--- config.mk ---
export PLATFORM = sky130hd
export DESIGN_NAME = adder_seq_chunked
export DESIGN_NICKNAME = d
export VERILOG_FILES = /design/src/rtl/adder_seq_pkg.sv /design/src/rtl/adder_chunk.sv /design/src/rtl/adder_full.sv /design/src/rtl/adder_seq_chunked.sv
export SDC_FILE = /design/constraint.sdc
export NUM_CORES = 1
export LEC_CHECK = 0
export ABC_CLOCK_PERIOD_IN_PS = 2000
export CORE_MARGIN = 2
export CORE_UTILIZATION = 45
export DETAILED_ROUTE_END_ITERATION = 10
export PLACE_DENSITY = 0.8
export SLEW_MARGIN = 5
export SYNTH_ARGS = -nofsm -noshare
export SYNTH_HDL_FRONTEND = slang
export SYNTH_SLANG_ARGS = --single-unit
--- constraint.sdc ---
create_clock -name clk -period 2 [get_ports clk]
set_input_delay 0.4 -clock clk [delete_from_list [all_inputs] [get_ports clk]]
set_output_delay 0.4 -clock clk [all_outputs]
set_load 0.005 [all_outputs]
--- src/rtl/adder_seq_pkg.sv ---
// Shared definitions for the chunked sequential adder: FSM state encoding
// and helpers that derive the beat count and beat-counter width.
package adder_seq_pkg;

  typedef enum logic [1:0] {
    IDLE = 2'd0,
    RUN  = 2'd1,
    DONE = 2'd2
  } state_t;

  function automatic int calc_beats(input int width, input int chunk);
    return width / chunk;
  endfunction

  function automatic int calc_cnt_w(input int beats);
    return (beats > 1) ? $clog2(beats) : 1;
  endfunction

endpackage

--- src/rtl/adder_chunk.sv ---
// Combinational CHUNK-bit ripple adder built from adder_full cells. Also
// exposes the carry into the MSB so the caller can derive signed overflow.
module adder_chunk #(
  parameter int CHUNK = 4
) (
  input  logic [CHUNK-1:0] a,
  input  logic [CHUNK-1:0] b,
  input  logic             cin,
  output logic [CHUNK-1:0] sum,
  output logic             cout,
  output logic             msb_cin
);

  logic [CHUNK:0] carry;

  assign carry[0] = cin;

  for (genvar i = 0; i < CHUNK; i++) begin : g_bit
    adder_full u_fa (
      .a    (a[i]),
      .b    (b[i]),
      .cin  (carry[i]),
      .sum  (sum[i]),
      .cout (carry[i+1])
    );
  end

  assign cout    = carry[CHUNK];
  assign msb_cin = carry[CHUNK-1];

endmodule

--- src/rtl/adder_full.sv ---
// One-bit full adder cell, the building block of the chunk ripple adder.
module adder_full (
  input  logic a,
  input  logic b,
  input  logic cin,
  output logic sum,
  output logic cout
);

  assign sum  = a ^ b ^ cin;
  assign cout = (a & b) | (cin & (a ^ b));

endmodule

--- src/rtl/adder_seq_chunked.sv ---
// Multi-cycle add/subtract unit: processes CHUNK bits per clock, LSB chunk
// first, with the carry held in a register between beats. Valid/ready on
// both sides. Define ADDER_SEQ_OVF_EN to add the registered signed-overflow
// output ovf.
module adder_seq_chunked
  import adder_seq_pkg::*;
#(
  parameter int WIDTH = 16,
  parameter int CHUNK = 4
) (
  input  logic             clk,
  input  logic             rst_n,
  input  logic             in_valid,
  output logic             in_ready,
  input  logic [WIDTH-1:0] num1,
  input  logic [WIDTH-1:0] num2,
  input  logic             incarry,
  input  logic             sub,
  output logic             out_valid,
  input  logic             out_ready,
  output logic [WIDTH-1:0] sum,
  output logic             outcarry,
  output logic             busy
`ifdef ADDER_SEQ_OVF_EN
  ,
  output logic             ovf
`endif
);

  localparam int BEATS = calc_beats(WIDTH, CHUNK);
  localparam int CNT_W = calc_cnt_w(BEATS);

  state_t state, state_next;

  logic [WIDTH-1:0]       a_reg;
  logic [WIDTH-1:0]       b_reg;
  logic                   carry;
  logic [CNT_W-1:0]       beat;
  logic                   accept;
  logic                   beat_last;
  logic [CHUNK-1:0]       chunk_sum;
  logic                   chunk_cout;
  logic                   chunk_msb_cin;
  logic [WIDTH+CHUNK-1:0] sum_shift;

  assign beat_last = (beat == CNT_W'(BEATS - 1));
  assign sum_shift = {chunk_sum, sum};

  adder_chunk #(
    .CHUNK (CHUNK)
  ) u_chunk (
    .a       (a_reg[CHUNK-1:0]),
    .b       (b_reg[CHUNK-1:0]),
    .cin     (carry),
    .sum     (chunk_sum),
    .cout    (chunk_cout),
    .msb_cin (chunk_msb_cin)
  );

`ifndef ADDER_SEQ_OVF_EN
  logic unused_msb_cin;
  assign unused_msb_cin = chunk_msb_cin;
`endif

  // State register; reset abandons any operation in flight.
  always_ff @(posedge clk) begin
    if (!rst_n) state <= IDLE;
    else        state <= state_next;
  end

  // Next-state and handshake outputs; DONE can hand straight over to RUN.
  always_comb begin
    state_next = state;
    in_ready   = 1'b0;
    out_valid  = 1'b0;
    busy       = 1'b0;
    accept     = 1'b0;
    case (state)
      IDLE: begin
        in_ready = rst_n;
        if (in_valid) begin
          accept     = rst_n;
          state_next = RUN;
        end
      end
      RUN: begin
        busy = 1'b1;
        if (beat_last) state_next = DONE;
      end
      DONE: begin
        out_valid = 1'b1;
        if (out_ready) begin
          in_ready   = rst_n;
          accept     = in_valid & rst_n;
          state_next = in_valid ? RUN : IDLE;
        end
      end
      default: state_next = IDLE;
    endcase
  end

  // Operand capture, then one chunk per beat: operands shift down so the
  // live chunk is always at the bottom, and results shift in from the top.
  always_ff @(posedge clk) begin
    if (!rst_n) begin
      a_reg    <= '0;
      b_reg    <= '0;
      carry    <= 1'b0;
      beat     <= '0;
      sum      <= '0;
      outcarry <= 1'b0;
`ifdef ADDER_SEQ_OVF_EN
      ovf      <= 1'b0;
`endif
    end else if (accept) begin
      a_reg <= num1;
      b_reg <= sub ? ~num2 : num2;
      carry <= incarry ^ sub;
      beat  <= '0;
    end else if (state == RUN) begin
      a_reg <= a_reg >> CHUNK;
      b_reg <= b_reg >> CHUNK;
      sum   <= sum_shift[WIDTH+CHUNK-1:CHUNK];
      carry <= chunk_cout;
      beat  <= beat + CNT_W'(1);
      if (beat_last) begin
        outcarry <= chunk_cout;
`ifdef ADDER_SEQ_OVF_EN
        ovf      <= chunk_cout ^ chunk_msb_cin;
`endif
      end
    end
  end

endmodule

Word level (Yosys, flattened, before mapping)

Cells that the tools add are included.

Register bits after elaboration: 54
Output and inout port bits: 20

Add/subtract/negate cells: 1
Equality and inequality tests: 6
Multiplexer cells: 19
Bitwise operators: 25
Reductions and logical operators: 6

Operators by type and width:

| kind                  | number |
|---|---|
| $mux W16              | 5 |
| $not A16 Y16          | 1 |
| $and A1 B1 Y1         | 9 |
| $xor A1 B1 Y1         | 9 |
| $mux W1               | 8 |
| $mux W2               | 3 |
| $ne A2 B2 Y1 const B  | 3 |
| $pmux W2 S3           | 1 |
| $reduce_and A3 Y1     | 2 |
| $eq A2 B2 Y1 const B  | 2 |
| $or A1 B1 Y1          | 4 |
| $pmux W1 S2           | 2 |
| $add A2 B1 Y2 const B | 1 |
| $eq A2 B1 Y1 const B  | 1 |
| $logic_not A2 Y1      | 1 |
| $not A1 Y1            | 2 |
| $reduce_and A2 Y1     | 1 |
| $reduce_bool A2 Y1    | 1 |
| $reduce_or A2 Y1      | 1 |

Longest topological paths before layout

Depth in word-level cells: 11
Mapped depth: 10
Depth with buffers taken out: 10

Modules after synthesis

A second synthesis with hierarchy kept.

Cell total of the unflattened synthesis: 305
Area total of the unflattened synthesis: 2570.0 sq um

Modules (own cells, without submodules):

| module            | times used | cells each | area each (sq um) |
|---|---|---|---|
| adder_seq_chunked | 1          | 301        | 2489.9 |
| adder_full        | 4          | 1          | 20.0 |

Worst setup path after synthesis

OpenSTA, ideal clock, no wires.

Kind: register -> register
Start point: register carry
End point: register sum[15]
Library setup time: 0.086 ns
Arrival: 1.916 ns
Data required time: 1.914 ns
Setup slack: -0.002 ns
Stages on the path, launching flop included: 9
Path buffers: 0
Clock period less this slack: 2.002 ns
Cells stage by stage: dfxtp_1 > inv_1 > fa_1 > inv_1 > fa_1 > fa_1 > inv_1 > fa_1 > a211oi_1

Cells in the longest elaborated chain, start to end: 7

Ends and longest elaborated chain:

| item                     | RTL line                 | text |
|---|---|---|
| start: declaration       | adder_seq_chunked.sv:37  | `logic carry;` |
| start signal: assignment | adder_seq_chunked.sv:118 | `carry <= incarry ^ sub;` |
| start signal: assignment | adder_seq_chunked.sv:124 | `carry <= chunk_cout;` |
| $and A1 B1 Y1            | adder_full.sv:11         | `assign cout = (a & b) \| (cin & (a ^ b));` |
| $or A1 B1 Y1             | adder_full.sv:11         |  |
| $and A1 B1 Y1            | adder_full.sv:11         |  |
| $or A1 B1 Y1             | adder_full.sv:11         |  |
| $and A1 B1 Y1            | adder_full.sv:11         |  |
| $or A1 B1 Y1             | adder_full.sv:11         |  |
| $xor A1 B1 Y1            | adder_full.sv:10         | `assign sum = a ^ b ^ cin;` |
| end signal: assignment   | adder_seq_chunked.sv:123 | `sum <= sum_shift[WIDTH+CHUNK-1:CHUNK];` |
| end: declaration         | adder_seq_chunked.sv:21  | `output logic [WIDTH-1:0] sum,` |

No other way between the ends.
A chain may end at the register's enable or synchronous reset.

Worst setup path in the final report

Ends and elaborated chain as after synthesis.

==> impl_results.md <==
* Outcome: complete, but fails checks
* Failing checks: negative setup slack
* Initial antenna violation count at 0
* Hold-critical path depth at 2
* Ys flop type: dfxtp_1
* Vias in the first global route at approximately 2000
* Met2 WL at about 2.7 mm
* Iter 0 DRT Violations at 149
* P_int at between 1.5 and 2 mW
* Width of the chip at a little under 80 um
* Pleak at ~1.2 nW
* Post-route setup slack at -70.8 ps
* Synth cell count leaders: nand2_1 (73), dfxtp_1 (54), a21oi_1 (34), nor2_1 (24)
* Die ar. at 6150 sq um
* Post-DP HPWL at between 3 and 4 mm
* Max-slew headroom at 0.642
* IO Port Bufs at between 50 and 60
* Gate power share at 0.170
* First-pass GRT wire length at ~8.9 mm
* Fill cells at between 400 and 500
* # nets final at about 400
* Antenna-violating nets left at 0
* Max Root-Sink Buffers at 2
* Vias/cell at roughly 5.2
* PwrDens at 663 nW/um^2
* Core Area at about 5400 sq um
* Worst setup EP type: register
* Sequential-to-total area share from yosys stat at 0.434
* Clock Power Share at 0.284
* Syn Area/Cell at 8.28 sq um
* Most area-consuming cells after synthesis: dfxtp_1 (43%), nand2_1 (11%), a21oi_1 (6.8%)
* Layout cells sized above 1 at 0.107
* Routed length on met1 at 2.40 mm
* Sequential Power Share at 0.546
* Initial Util at 0.458
* Most common cell on crit path: fa_2
* Routability cong. at roughly 0.8
* Setup repair bufs after CTS at 0
* Final hold vios at 0
* Final min period at approximately 2100 ps
* Cell count after synthesis at ~300
* R2R depth at 8
* CP max stage cell: fa_2
* Clk slew on worst S/H paths at approximately 90 ps
* IR drop worst, VDD at roughly 380 uV
* Yosys warning count at 0
* DR top layer: met4
* Critical setup path kind: reg2reg
* Antenna diodes at 0
* Yosys cell types at 28
* Metal3 WL at approximately 210 um
* CTS buffer count at 5
* Via count at 2238
* Cts hold-fix bufs at 0
* CTS root buf: clkbuf_8
* Total track usage at 0.181
* Asr flop ratio synth at 0
* Setup TNS at -70.8 ps
* Max_cap viols at 0
* Post-Route WL at 5.34 mm
* Finished Core Util at 0.596
* Crit-path cells: inv_2, fa_2, inv_2, fa_2, fa_2, inv_2, fa_2, a211oi_2
* Pin count of the biggest net entering global routing at 54
* Num ports at 58
* Synth top area share at 0.434
* Synth Register Bits at between 50 and 60
* Critical path arrival at between 2000 and 2500 ps
* Worst path max stage delay at around 440 ps
* Crit start category: register
* GR Overflow Total at 0
* Skew final at 4.08 ps
* Clk sink count at 54
* Req. time, crit path at 2220 ps
* Pins Over Slew Limit at 0
* Sw power at between 0.5 and 0.6 mW
* Number of enable flip-flop cells after synthesis at 0
* Yosys top cell by area: dfxtp_1
* Switch share at 0.257
* Post-route DRC at 0
* Period utilisation layout at 1.04
* Rows at 27
* Area grow syn2layout at 30.0%
* Worst-margin pin slew at ~540 ps
* Hold WC Path Type: reg2reg
* CTS tree: done
* Net count after synthesis at about 340
* RSZ-0062 raised after global routing: true
* Crit-path max FO at 2
* Fmax at roughly 480 MHz
* Worst-skew pair later-pin latency at around 300 ps
* Final setup vio count at 1
* Top-count cell post-synth: nand2_1
* DR WL/cell at ~12 um
* 1st-pass router iterations at 4
* H-tree levels at 2
* Die Y at between 70 and 80 um
* Post-Syn Area at approximately 2500 sq um
## path summary, 6_finish.rpt
| path | from | endpoint | slack, ps |
|---|---|---|---|
| max | carry | sum[15] | -70 |
| min reg2reg | sum[0] | sum[0] | 460 |
| max reg2reg | carry | sum[15] | -70 |
| min | sum[0] | sum[0] | 460 |
## final cells by class
type                       count  area (sq um)  area share
multi-input combinational    213          1240       0.383
sequential                    54          1090       0.336
timing repair buffer          69           684       0.211
tap                           72          90.1      0.0278
clock buffer                   7          86.3      0.0267
inverter                      11          46.3      0.0143
clock inverter                 1          5.00     0.00154
## per-layer routing
metal,up-vias,GRT usage
li1,1126,-
met1,1047,0.229
met2,61,0.313
met3,4,0.0414
met4,0,0.0421
met5,-,0
## what timing repair did
item	in CTS	in global routing
gates resized for setup	10	3
endpoints found under the setup margin	6	4
hold endpoints to repair	0	0
pin swaps	2	3
## power groups by stage
stage | clock network, mW | registers, mW | logic (mW)
3_5_place_dp | 0 | 1.20 | 0.361
6_report | 0.610 | 1.17 | 0.366
2_1_floorplan | 0 | 1.18 | 0.213
3_3_place_gp | 0 | 1.19 | 0.354
5_1_grt | 0.666 | 1.18 | 0.405
4_1_cts | 0.626 | 1.17 | 0.366
## worst max-delay path, delay by kind of cell, from the launching register on
family | cells | cell delay [ps]
buf+inv | 3 | 170
flops | 1 | 330
fa+ha+maj | 4 | 1310
compound gates | 1 | 170
## metrics by stage
stage / instances / hold slack (ps) / instance area, sq um / worst slack (ps) / power [mW]
5_1_grt: 427 / 487 / 3240 / -127 / 2.25
6_report: 427 / 458 / 3240 / -70.8 / 2.15
2_1_floorplan: 301 / 433 / 2490 / 12.4 / 1.40
3_5_place_dp: 419 / 448 / 3130 / -192 / 1.56
4_1_cts: 427 / 460 / 3230 / -103 / 2.16
3_3_place_gp: 419 / 441 / 3130 / -87.3 / 1.55
## cells by family (layout without fill, tap and decap cells)
family | count (synthesis) | count (layout) | synth area share
flops | 54 | 54 | 0.434
xor+xnor | 18 | 18 | 0.0633
compound gates | 73 | 73 | 0.194
buf+inv | 34 | 88 | 0.0748
simple gates | 117 | 117 | 0.197
fa+ha+maj | 5 | 5 | 0.0371
## layout by cell type, fill, tap and decap left out, drive strengths merged, types with 4 or more instances in the layout
cell type / synthesis / final
a211oi: 4 / 4
a21oi: 34 / 34
a22oi: 9 / 9
a311oi: 17 / 17
a31oi: 6 / 6
and3: 7 / 7
buf: 16 / 12
clkbuf: 7 / 7
clkdlybuf4s50: 0 / 56
dfxtp: 54 / 54
fa: 4 / 4
inv: 11 / 11
nand2: 74 / 74
nand3: 9 / 9
nor2: 24 / 24
xor2: 17 / 17
No activity file was read; power rests on OpenSTA's default activity.
